**src/rtl/store_write_buffer.sv**
```systemverilog
// In-order store buffer between the CPU data port and data memory.
// Stores queue in a FIFO and drain one per write pulse, with an idle
// cycle between writes; loads wait until the buffer is fully drained.
// Ports:
//   clk, rst          clock, synchronous active-low reset
//   cpu_wen/cpu_ren   CPU store / load request
//   cpu_addr/wdata    CPU word address and store data
//   cpu_rdata         load data (always mem_rdata)
//   cpu_stall         CPU must hold its request
//   mem_wen/mem_ren   memory write / read strobes
//   mem_addr/wdata    memory address and write data
//   mem_rdata         memory read data
//   mem_stall         memory busy, current request held
//   wr_done_cnt       saturating count of completed writes
module store_write_buffer #(
    parameter int DEPTH = 4,
    parameter int PTR_W = 2
) (
    input  logic        clk,
    input  logic        rst,
    input  logic        cpu_wen,
    input  logic        cpu_ren,
    input  logic [29:0] cpu_addr,
    input  logic [31:0] cpu_wdata,
    output logic [31:0] cpu_rdata,
    output logic        cpu_stall,
    output logic        mem_wen,
    output logic        mem_ren,
    output logic [29:0] mem_addr,
    output logic [31:0] mem_wdata,
    input  logic [31:0] mem_rdata,
    input  logic        mem_stall,
    output logic [15:0] wr_done_cnt
);

    typedef enum logic [1:0] {
        IDLE,
        WRITE,
        GAP
    } state_t;

    localparam logic [PTR_W:0] FULL_CNT = (PTR_W + 1)'(DEPTH);

    state_t           state;
    state_t           state_nx;
    logic [29:0]      addr_mem [DEPTH];
    logic [31:0]      data_mem [DEPTH];
    logic [PTR_W-1:0] head;
    logic [PTR_W-1:0] tail;
    logic [PTR_W:0]   count;
    logic [29:0]      addr_q;
    logic [31:0]      wdata_q;
    logic             full;
    logic             busy;
    logic             push;
    logic             pop;
    logic             load_ok;

    assign full = (count == FULL_CNT);
    // A load may only pass once nothing is queued and the drain
    // FSM has returned to IDLE (including the trailing GAP cycle).
    assign busy = (count != '0) || (state != IDLE);
    // Full is judged on the registered count, so a same-cycle pop
    // never makes room for a push.
    assign push = rst && cpu_wen && !full;
    assign pop = rst && (state == WRITE) && !mem_stall;
    assign load_ok = rst && cpu_ren && !busy;
    assign cpu_rdata = mem_rdata;

    always_comb begin
        state_nx = state;
        mem_wen = 1'b0;
        mem_ren = 1'b0;
        cpu_stall = 1'b0;
        // Bus holds its last value when nothing is driving it.
        mem_addr = addr_q;
        mem_wdata = wdata_q;
        unique case (state)
            IDLE: begin
                if (count != '0) state_nx = WRITE;
            end
            WRITE: begin
                mem_wen = rst;
                mem_addr = addr_mem[head];
                mem_wdata = data_mem[head];
                if (!mem_stall) state_nx = GAP;
            end
            GAP: begin
                state_nx = (count != '0) ? WRITE : IDLE;
            end
            default: state_nx = IDLE;
        endcase
        if (load_ok) begin
            mem_ren = 1'b1;
            mem_addr = cpu_addr;
            cpu_stall = mem_stall;
        end
        if (rst && cpu_ren && busy) cpu_stall = 1'b1;
        if (rst && cpu_wen && full) cpu_stall = 1'b1;
    end

    always_ff @(posedge clk) begin
        if (!rst) begin
            state <= IDLE;
            head <= '0;
            tail <= '0;
            count <= '0;
            wr_done_cnt <= '0;
            addr_q <= '0;
            wdata_q <= '0;
        end else begin
            state <= state_nx;
            addr_q <= mem_addr;
            wdata_q <= mem_wdata;
            if (push) tail <= tail + PTR_W'(1);
            if (pop) begin
                head <= head + PTR_W'(1);
                if (wr_done_cnt != 16'hFFFF)
                    wr_done_cnt <= wr_done_cnt + 16'd1;
            end
            unique case ({push, pop})
                2'b10: count <= count + (PTR_W + 1)'(1);
                2'b01: count <= count - (PTR_W + 1)'(1);
                default: ;
            endcase
        end
    end

    always_ff @(posedge clk) begin
        if (push) begin
            addr_mem[tail] <= cpu_addr;
            data_mem[tail] <= cpu_wdata;
        end
    end

endmodule
```
**config.mk**
```make
export PLATFORM = sky130hd
export DESIGN_NAME = store_write_buffer
export DESIGN_NICKNAME = d
export VERILOG_FILES = /design/src/rtl/store_write_buffer.sv
export SDC_FILE = /design/constraint.sdc
export NUM_CORES = 1
export LEC_CHECK = 0
export CORE_UTILIZATION = 48
export CTS_CLUSTER_SIZE = 10
export DETAILED_ROUTE_END_ITERATION = 10
export PLACE_DENSITY = 0.85
export SLEW_MARGIN = 20
export SYNTH_ARGS = -nofsm -noshare
export SYNTH_HDL_FRONTEND = slang
export SYNTH_SLANG_ARGS = --single-unit
```
**constraint.sdc**
```tcl
create_clock -name clk -period 5.05 [get_ports clk]
set_input_delay 1.2625 -clock clk [delete_from_list [all_inputs] [get_ports clk]]
set_output_delay 1.2625 -clock clk [all_outputs]
set_load 0.1 [all_outputs]
```
Word-level counts from Yosys, hierarchy flattened
Memories as Yosys holds them, arrays and structs flattened. A register that Yosys moved wholly into a read port is not among the register bits.
Index checks and enable logic that the tools add are counted.
{"block": "word_totals", "ff_bits": 87, "ramBits": 248, "inputBits": 99, "out_inout_bits": 113, "elab_cells": 59, "n_memories": 2}
{"name": "data_mem", "words": 4, "width": 32, "read_ports": 1, "rd_ports_with_merged_regs": 1, "wr": 1, "line_no": "47", "source": "logic [31:0] data_mem [DEPTH];"}
{"name": "addr_mem", "words": 4, "width": 30, "read_ports": 1, "rd_ports_with_merged_regs": 1, "wr": 1, "line_no": "46", "source": "logic [29:0] addr_mem [DEPTH];"}
{"block": "op_classes", "addsub": 5, "eq_ne": 8, "n_mux": 19, "reduce_logical": 18}
{"cell": "2-to-1 mux 30 bit", "count": 2}
{"cell": "2-to-1 mux 32 bit", "count": 1}
{"cell": "adder 16 x 1 -> 16 bit, second input constant", "count": 1}
{"cell": "inequality test 16 bit, second input constant", "count": 1}
{"cell": "2-to-1 mux 2 bit", "count": 6}
{"cell": "logical AND 1 bit", "count": 8}
{"cell": "2-to-1 mux 1 bit", "count": 8}
{"cell": "one-hot mux 2 bit (3 select lines)", "count": 1}
{"cell": "one-hot mux 3 bit (2 select lines)", "count": 1}
{"cell": "adder 2 x 1 -> 2 bit, second input constant", "count": 2}
{"cell": "== test 2 x 1 -> 1 bit, second input constant", "count": 2}
{"cell": "== test 2 bit, second input constant", "count": 2}
{"cell": "inequality test 2 bit, second input constant", "count": 2}
{"cell": "AND reduction 2 bit", "count": 2}
{"cell": "nonzero test 2 bit", "count": 2}
{"cell": "adder 3 x 1 -> 3 bit, second input constant", "count": 1}
{"cell": "== test 3 bit, second input constant", "count": 1}
{"cell": "zero test 1 bit", "count": 3}
{"cell": "nonzero test 3 bit", "count": 1}
{"cell": "subtractor 3 x 1 -> 3 bit, second input constant", "count": 1}
{"cell": "zero test 2 bit", "count": 1}
{"cell": "logical OR 1 bit", "count": 1}

Longest topological paths before layout
Gate-level depths: netlist of the first run.
{"block": "logic_depth", "word_depth": 7, "depth_mapped": 10, "depth_no_buf": 9}

Worst setup path after synthesis of the first run
OpenSTA, ideal clock, no wires.
{"block": "synth_timing", "path_kind": "input-to-reg", "startpoint": "input port cpu_wen", "endpoint": "memory addr_mem[0][0] (enable)", "setup_time_ns": 0.482, "arrival_time_ns": 4.500, "t_required_ns": 4.568, "slack_ns": 0.068, "cell_stages": 4, "path_buffers": 1, "path_cell_list": "a21bo_2 > or2_2 > clkbuf_1 > nor2_1"}
{"block": "synth_between", "elab_chain_len": 4}
{"element": "from (decl)", "line_no": "21", "source": "input logic cpu_wen,"}
{"element": "logical AND 1 bit (2 in a row)", "line_no": "65", "source": "assign push = rst && cpu_wen && !full;"}
{"element": "2-to-1 mux 1 bit", "line_no": "130", "source": "if (push) begin"}
{"element": "2-to-1 mux 1 bit (not written as such)", "line_no": "131", "source": "addr_mem[tail] <= cpu_addr;"}
{"element": "to (decl)", "line_no": "46"}
No other way between the ends.

==> flow_results.xml, run 1 <==
<?xml version="1.0" encoding="UTF-8"?>
<metrics>
  <group name="yosys">
    <metric name="ffs_latches_synth" unit="">337</metric>
    <metric name="post_synth_instance_area" unit="sq um">13300</metric>
    <metric name="yosys.area.top_type_share" unit="%">55.9</metric>
    <metric name="synth_nets" unit="">1004</metric>
    <metric name="post_synth_num_cell_types" unit="">43</metric>
    <metric name="synthArstFlopShare" unit="%">0</metric>
    <metric name="synth_area_per_cell" unit="sq um">14.8</metric>
    <metric name="synthTopCellsByArea" unit="">sky130_fd_sc_hd__edfxtp_1 56%, sky130_fd_sc_hd__dfxtp_1 13%, sky130_fd_sc_hd__mux4_2 10%, sky130_fd_sc_hd__nand2_1 4.8%, sky130_fd_sc_hd__o211a_1 2.3%</metric>
    <metric name="warning_count_from_the_yosys_run" unit="">0</metric>
    <metric name="ys_seq_area_share" unit="%">69.2</metric>
    <metric name="synth.largest_area_cell" unit="">sky130_fd_sc_hd__edfxtp_1</metric>
    <metric name="synthesis.instances" unit="">898</metric>
    <metric name="synth_edf_count" unit="">248</metric>
    <metric name="synth_flop_cell" unit="">sky130_fd_sc_hd__edfxtp_1</metric>
  </group>
  <group name="timing">
    <metric name="timing_worst_slew_pin_value" unit="ns">0.980</metric>
    <metric name="setup_repair_after_global_routing_missed_its_margin" unit="">no</metric>
    <metric name="max_clock_freq" unit="MHz">236</metric>
    <metric name="setup_viol_count_final" unit="">0</metric>
    <metric name="timing_hold_violations_final" unit="">0</metric>
    <metric name="timing.final.crit_share" unit="%">83.8</metric>
    <metric name="fin_skew" unit="ns">0.0212</metric>
    <metric name="timing_max_transition_violations_final" unit="">0</metric>
    <metric name="finalHoldWorstSlack" unit="ns">0.461</metric>
    <metric name="tns" unit="ns">0</metric>
    <metric name="post-route-min-period" unit="ns">4.23</metric>
    <metric name="slew_hr" unit="%">34.5</metric>
  </group>
  <group name="layout">
    <metric name="final_net_count" unit="">1127</metric>
    <metric name="leading_cell_type_in_the_layout_fill_and_taps_excluded" unit="">sky130_fd_sc_hd__edfxtp_1</metric>
    <metric name="fraction_of_final_layout_cells_with_drive_strength_greater_than_1" unit="%">18.8</metric>
    <metric name="mostFrequentLayoutCells" unit="">248 x sky130_fd_sc_hd__edfxtp_1, 170 x sky130_fd_sc_hd__nand2_1, 87 x sky130_fd_sc_hd__dfxtp_1</metric>
    <metric name="final_cell_area" unit="sq um">16500</metric>
    <metric name="fillCellCount" unit="">1996</metric>
    <metric name="antenna-diode-count" unit="">0</metric>
    <metric name="area_growth_syn_to_layout" unit="%">23.5</metric>
  </group>
  <group name="floorplan">
    <metric name="die_height" unit="microns">169</metric>
    <metric name="start_util" unit="%">49.2</metric>
    <metric name="core_region_area" unit="sq um">27100</metric>
    <metric name="rows" unit="">60</metric>
    <metric name="full_die_area" unit="sq um">28400</metric>
    <metric name="die-width" unit="microns">169</metric>
    <metric name="top_level_ports" unit="">212</metric>
  </group>
  <group name="global_routing">
    <metric name="grt_usage" unit="%">20.9</metric>
    <metric name="global_route_wire_length_before_repair" unit="mm">45.6</metric>
    <metric name="grt_antenna_before_repair" unit="">0</metric>
    <metric name="grt_max_degree" unit="">92</metric>
    <metric name="grt_total_ovfl" unit="">0</metric>
    <metric name="first_global_vias" unit="">8277</metric>
  </group>
  <group name="drt">
    <metric name="via_count" unit="">7961</metric>
    <metric name="finalWirelength" unit="mm">28.9</metric>
    <metric name="remaining_design_rule_violation_count" unit="">0</metric>
    <metric name="dr.pass1.iters" unit="">5</metric>
    <metric name="drt-vias-per-instance" unit="">5.59</metric>
    <metric name="drt-initial-drc-count" unit="">631</metric>
    <metric name="antenna_left" unit="">0</metric>
    <metric name="wl_per_cell" unit="microns">20.3</metric>
  </group>
  <group name="cts">
    <metric name="total_cts_buffers" unit="">39</metric>
    <metric name="post-cts-setup-buffers" unit="">0</metric>
    <metric name="cts_root_buffer" unit="">sky130_fd_sc_hd__clkbuf_16</metric>
    <metric name="clock_insertion_delay_worst_skew" unit="ns">0.51</metric>
    <metric name="clk_pin_slew" unit="ns">0.05</metric>
    <metric name="cts-htree-levels" unit="">2</metric>
    <metric name="postCtsResizedCells" unit="">0</metric>
    <metric name="clk_path_buf_depth" unit="">3</metric>
    <metric name="clock_sink_count" unit="">337</metric>
    <metric name="quantity_of_hold_fixing_buffers_added_after_cts" unit="">0</metric>
    <metric name="tritoncts" unit="">yes</metric>
  </group>
  <group name="worst_setup_path">
    <metric name="critical_path_buf_inv_count" unit="">1</metric>
    <metric name="end_kind" unit="">primary output</metric>
    <metric name="critical-path-slowest-cell" unit="">sky130_fd_sc_hd__clkdlybuf4s50_1</metric>
    <metric name="cpPeakStageDelay" unit="ns">0.96</metric>
    <metric name="cpLargestDelayFamily" unit="">buffers and inverters</metric>
    <metric name="criticalPathCategory" unit="">reg -&gt; out</metric>
    <metric name="timing.critical_path.required" unit="ns">3.79</metric>
    <metric name="critPathMostFrequentCell" unit="">sky130_fd_sc_hd__nand2_1</metric>
    <metric name="critical_path.startpoint_type" unit="">flop</metric>
    <metric name="crit_path_cell_trace" unit="">mux4_2 &gt; nand2_1 &gt; nand2_1 &gt; clkdlybuf4s50_1</metric>
    <metric name="critical_path_arrival" unit="ns">2.97</metric>
    <metric name="crit_path_max_fo" unit="">25</metric>
  </group>
  <group name="placed_design">
    <metric name="gp_congestion" unit="">0.807</metric>
    <metric name="port_buffers" unit="">147</metric>
    <metric name="dp_hpwl" unit="mm">17.0</metric>
    <metric name="detailed_place.area" unit="sq um">15300</metric>
  </group>
  <group name="job">
    <metric name="max-cap-violations" unit="">0</metric>
  </group>
  <group name="pwr">
    <metric name="power_per_cell_area" unit="nW/um^2">442</metric>
    <metric name="leakage" unit="uW">0.00586</metric>
    <metric name="peakVddDrop" unit="V">0.000325</metric>
    <metric name="fin_total_pwr" unit="uW">7270</metric>
  </group>
  <group name="min_path">
    <metric name="hp-class" unit="">reg -&gt; reg</metric>
  </group>
  <group name="outcome">
    <metric name="outcome" unit="">complete, no violations</metric>
  </group>
</metrics>
cells in the mapped netlist, types with 4 or more instances:
library cell and number:
sky130_fd_sc_hd__a21oi_1 45, sky130_fd_sc_hd__nand3_1 36, sky130_fd_sc_hd__ha_1 6, sky130_fd_sc_hd__mux2i_1 4
sky130_fd_sc_hd__o31ai_1 6, sky130_fd_sc_hd__nor3_1 5, sky130_fd_sc_hd__buf_2 6, sky130_fd_sc_hd__mux4_2 62
sky130_fd_sc_hd__buf_4 32, sky130_fd_sc_hd__o21ai_0 5, sky130_fd_sc_hd__nand2_1 170, sky130_fd_sc_hd__dfxtp_1 89
sky130_fd_sc_hd__nor2_1 20, sky130_fd_sc_hd__or4_1 7, sky130_fd_sc_hd__edfxtp_1 248, sky130_fd_sc_hd__buf_1 5
sky130_fd_sc_hd__nand4_1 7, sky130_fd_sc_hd__inv_1 15, sky130_fd_sc_hd__o21a_1 30, sky130_fd_sc_hd__clkbuf_1 38
sky130_fd_sc_hd__o211a_1 30
report_power, final:
part	leakage [uW]	internal, uW	switching, uW
sequential	0.00298	3090	38.7
combinational	0.00234	510	1120
clock	0.000545	1500	1020
total	0.00586	5100	2180
worst paths after layout:
| path | start | end | slack (ns) | depth (start not counted) |
|---|---|---|---|---|
| max | flop | mem_wdata[5] | 0.82 | 4 |
| min | wdata_q[25] | wdata_q[25] | 0.46 | 2 |
| max reg2reg | count[0] | addr_mem[2][26] | 2.62 | 5 |
| min reg2reg | wdata_q[25] | wdata_q[25] | 0.46 | 2 |
registers in the layout (all words and copies together), names as in the netlist, named ones only:
name         flops
addr_mem       120
tail             2
addr_q          30
wr_done_cnt     16
data_mem       128
head             2
state            2
count            3
wdata_q         32
final cells by class:
cell class	instances	area [sq um]	area share, %
tap	372	465	2.83
inverter	16	60.1	0.365
sequential	337	9240	56.1
timing repair buffer	164	1910	11.6
clock inverter	2	25.0	0.152
clock buffer	69	1120	6.80
multi-input combinational	463	3640	22.1
per-layer routing:
metal	global-route usage [%]	share of wire (%)
met5	0	0
met4	7.94	2.9
met3	3.44	6.1
met2	34.9	49
met1	27.7	42
logic make-up after synthesis:
kind of cell	after synthesis	synth area share, %
DFF	337	69.2
and+or+nand+nor	263	8.67
AOI/OAI and AO/OA	122	6.55
buffers and inverters	98	3.73
muxes	66	10.8
adders and majority gates	7	0.713
xor gates and xnor gates	5	0.329
metrics by stage:
| step | util [%] | std cells | setup slack [ns] |
|---|---|---|---|
| 6_report | 60.7 | 1423 | 0.818 |
| 3_5_place_dp | 56.5 | 1352 | 1.02 |
| 2_1_floorplan | - | 898 | 0.0678 |
| 3_3_place_gp | 56.5 | 1352 | 1.06 |
| 4_1_cts | 60.7 | 1423 | 0.763 |
| 5_1_grt | 60.7 | 1423 | 0.669 |
worst reg2reg max path, delay by kind of cell (launching register included):
kind	cells	cell delay, ns
simple gates	3	0.87
flops	1	0.39
compound gates	1	0.25
buf+inv	1	0.51
Note: power is estimated with default switching activity, not from simulation.
==> inputs of run 2 (changes only) <==
==> constraint.sdc (replaced) <==
create_clock -name clk -period 3.8 [get_ports clk]
set_input_delay 0.95 -clock clk [delete_from_list [all_inputs] [get_ports clk]]
set_output_delay 0.95 -clock clk [all_outputs]
set_load 0.1 [all_outputs]
==> flow_results.xml, run 2 (synthesis results as in run 1) <==
<?xml version="1.0" encoding="UTF-8"?>
<metrics>
  <group name="layout">
    <metric name="multiInputGateArea" unit="sq um">3640</metric>
    <metric name="layout.area.seq" unit="sq um">9240</metric>
    <metric name="largest_reg_flops" unit="">128</metric>
    <metric name="mostFrequentLayoutCells" unit="">248 x sky130_fd_sc_hd__edfxtp_1, 170 x sky130_fd_sc_hd__nand2_1, 87 x sky130_fd_sc_hd__dfxtp_1</metric>
    <metric name="antenna-diode-count" unit="">0</metric>
    <metric name="fillCellCount" unit="">1944</metric>
    <metric name="postLayoutCoreUtil" unit="%">60.9</metric>
    <metric name="largest_registers" unit="">data_mem (128), addr_mem (120), wdata_q (32)</metric>
    <metric name="fraction_of_final_layout_cells_with_drive_strength_greater_than_1" unit="%">19.9</metric>
    <metric name="final_net_count" unit="">1129</metric>
    <metric name="leading_cell_type_in_the_layout_fill_and_taps_excluded" unit="">sky130_fd_sc_hd__edfxtp_1</metric>
    <metric name="final_cell_area" unit="sq um">16500</metric>
    <metric name="area_growth_syn_to_layout" unit="%">23.9</metric>
    <metric name="largest-register" unit="">data_mem</metric>
  </group>
  <group name="worst_setup_path">
    <metric name="critical-path-slowest-cell" unit="">sky130_fd_sc_hd__clkdlybuf4s50_1</metric>
    <metric name="end_kind" unit="">primary output</metric>
    <metric name="critical_path.startpoint_type" unit="">primary input</metric>
    <metric name="timing.critical_path.required" unit="ns">2.85</metric>
    <metric name="critical_path_arrival" unit="ns">2.50</metric>
    <metric name="regToRegSetupSlack" unit="ns">1.51</metric>
    <metric name="r2r_end" unit="">count[2]</metric>
    <metric name="crit_path_max_fo" unit="">91</metric>
    <metric name="cpPeakStageDelay" unit="ns">0.42</metric>
    <metric name="cpLargestDelayFamily" unit="">buffers and inverters</metric>
    <metric name="critical_path.startpoint" unit="">cpu_ren</metric>
    <metric name="crit_end" unit="">mem_addr[8]</metric>
    <metric name="ff2ff_path_depth" unit="">9</metric>
    <metric name="worst-path-stages" unit="">6</metric>
    <metric name="criticalPathCategory" unit="">in -&gt; out</metric>
    <metric name="worst_r2r_startpoint" unit="">count[0]</metric>
    <metric name="critical_path_buf_inv_count" unit="">3</metric>
    <metric name="crit_path_cell_trace" unit="">clkdlybuf4s50_1 &gt; nand4_1 &gt; buf_12 &gt; nand3_1 &gt; o21a_1 &gt; buf_12</metric>
    <metric name="critPathMostFrequentCell" unit="">sky130_fd_sc_hd__buf_12</metric>
  </group>
  <group name="timing">
    <metric name="post-route-min-period" unit="ns">3.45</metric>
    <metric name="setup_viol_count_final" unit="">0</metric>
    <metric name="timing.final.crit_share" unit="%">90.7</metric>
    <metric name="setup_repair_after_global_routing_missed_its_margin" unit="">no</metric>
    <metric name="tns" unit="ns">0</metric>
    <metric name="fin_skew" unit="ns">0.0130</metric>
    <metric name="timing_max_transition_violations_final" unit="">0</metric>
    <metric name="slew_hr" unit="%">34.8</metric>
    <metric name="timing_worst_slew_pin_value" unit="ns">0.974</metric>
    <metric name="timing_hold_violations_final" unit="">0</metric>
    <metric name="max_clock_freq" unit="MHz">290</metric>
    <metric name="finalHoldWorstSlack" unit="ns">0.462</metric>
  </group>
  <group name="drt">
    <metric name="finalWirelength" unit="mm">27.9</metric>
    <metric name="dr.pass1.iters" unit="">4</metric>
    <metric name="via_count" unit="">7929</metric>
    <metric name="remaining_design_rule_violation_count" unit="">0</metric>
    <metric name="antenna_left" unit="">0</metric>
    <metric name="wl_per_cell" unit="microns">19.6</metric>
    <metric name="drt-initial-drc-count" unit="">614</metric>
    <metric name="drt-vias-per-instance" unit="">5.58</metric>
  </group>
  <group name="job">
    <metric name="max-cap-violations" unit="">0</metric>
  </group>
  <group name="global_routing">
    <metric name="grt_antenna_before_repair" unit="">1</metric>
    <metric name="first_global_vias" unit="">8105</metric>
    <metric name="grt_total_ovfl" unit="">0</metric>
    <metric name="grt_usage" unit="%">20.1</metric>
    <metric name="grt_max_degree" unit="">92</metric>
    <metric name="global_route_wire_length_before_repair" unit="mm">43.9</metric>
  </group>
  <group name="cts">
    <metric name="clock_sink_count" unit="">337</metric>
    <metric name="clk_pin_slew" unit="ns">0.06</metric>
    <metric name="clock_insertion_delay_worst_skew" unit="ns">0.51</metric>
    <metric name="total_cts_buffers" unit="">39</metric>
    <metric name="cts-htree-levels" unit="">2</metric>
    <metric name="post-cts-setup-buffers" unit="">0</metric>
    <metric name="postCtsResizedCells" unit="">0</metric>
    <metric name="tritoncts" unit="">yes</metric>
    <metric name="cts_root_buffer" unit="">sky130_fd_sc_hd__clkbuf_16</metric>
    <metric name="quantity_of_hold_fixing_buffers_added_after_cts" unit="">0</metric>
    <metric name="clk_path_buf_depth" unit="">3</metric>
  </group>
  <group name="floorplan">
    <metric name="die_height" unit="microns">169</metric>
    <metric name="rows" unit="">60</metric>
    <metric name="top_level_ports" unit="">212</metric>
    <metric name="start_util" unit="%">49.2</metric>
    <metric name="core_region_area" unit="sq um">27100</metric>
    <metric name="full_die_area" unit="sq um">28400</metric>
    <metric name="die-width" unit="microns">169</metric>
  </group>
  <group name="placed_design">
    <metric name="port_buffers" unit="">147</metric>
    <metric name="detailed_place.area" unit="sq um">15400</metric>
    <metric name="dp_hpwl" unit="mm">17.0</metric>
    <metric name="gp_congestion" unit="">0.831</metric>
  </group>
  <group name="pwr">
    <metric name="leakage" unit="uW">0.00591</metric>
    <metric name="power_per_cell_area" unit="nW/um^2">583</metric>
    <metric name="fin_total_pwr" unit="uW">9630</metric>
    <metric name="peakVddDrop" unit="V">0.000458</metric>
  </group>
  <group name="min_path">
    <metric name="hp-class" unit="">reg -&gt; reg</metric>
    <metric name="timing.hold.worst.start" unit="">wdata_q[1]</metric>
  </group>
  <group name="outcome">
    <metric name="outcome" unit="">complete, no violations</metric>
  </group>
</metrics>
==> run 2: through the flow <==
step           cells  setup WS (ns)
2_1_floorplan    898         -0.870
3_3_place_gp    1354          0.480
3_5_place_dp    1354          0.416
4_1_cts         1422          0.345
5_1_grt         1422          0.240
6_report        1422          0.352
==> run 2: power breakdown <==
part           switching [uW]  leakage [uW]  total [uW]  internal [uW]
clock                    1330      0.000541        3310           1980
combinational            1490       0.00239        2170            686
sequential               45.5       0.00298        4150           4110
total                    2860       0.00591        9630           6770
==> run 2: metal layers <==
metal / wire (microns) / track usage (%) / up-vias
met4: 716 / 6.76 / 2
met5: 12 / 0 / -
met3: 1880 / 3.79 / 75
li1: - / - / 3604
met2: 13900 / 34.1 / 278
met1: 11400 / 26.1 / 3970
==> run 2: worst min-delay path by stage <==
stage                              to  slack, ns  depth (start not counted)
after floorplan            wdata_q[0]       0.44                          2
after global placement    wdata_q[30]       0.45                          2
after detailed placement   wdata_q[6]       0.46                          2
after CTS                  wdata_q[6]       0.46                          2
after global routing      wdata_q[12]       0.49                          2
final                      wdata_q[1]       0.46                          2
==> run 2: final cells by class <==
| class | instances | area share (%) |
|---|---|---|
| multi-input cells | 463 | 22.1 |
| clock inverters | 2 | 0.152 |
| inverters | 16 | 0.364 |
| repair buffers | 166 | 12.0 |
| clock buffers | 66 | 6.71 |
| well taps | 372 | 2.82 |
| flip-flops and latches | 337 | 55.9 |
==> run 2: worst min-delay path, delay by kind of cell, from the launching register on <==
family	cells	cell delay [ns]
simple gates	1	0.06
compound gates	1	0.06
flops	1	0.29
==> inputs of run 3 (changes only) <==
--- a/config.mk
+++ b/config.mk
@@ -5,6 +5,7 @@
 export SDC_FILE = /design/constraint.sdc
 export NUM_CORES = 1
 export LEC_CHECK = 0
+export ABC_AREA = 0
 export CORE_UTILIZATION = 48
 export CTS_CLUSTER_SIZE = 10
 export DETAILED_ROUTE_END_ITERATION = 10
==> results of run 3 <==
Final layout, timing and power as in run 2 (identical DEF).
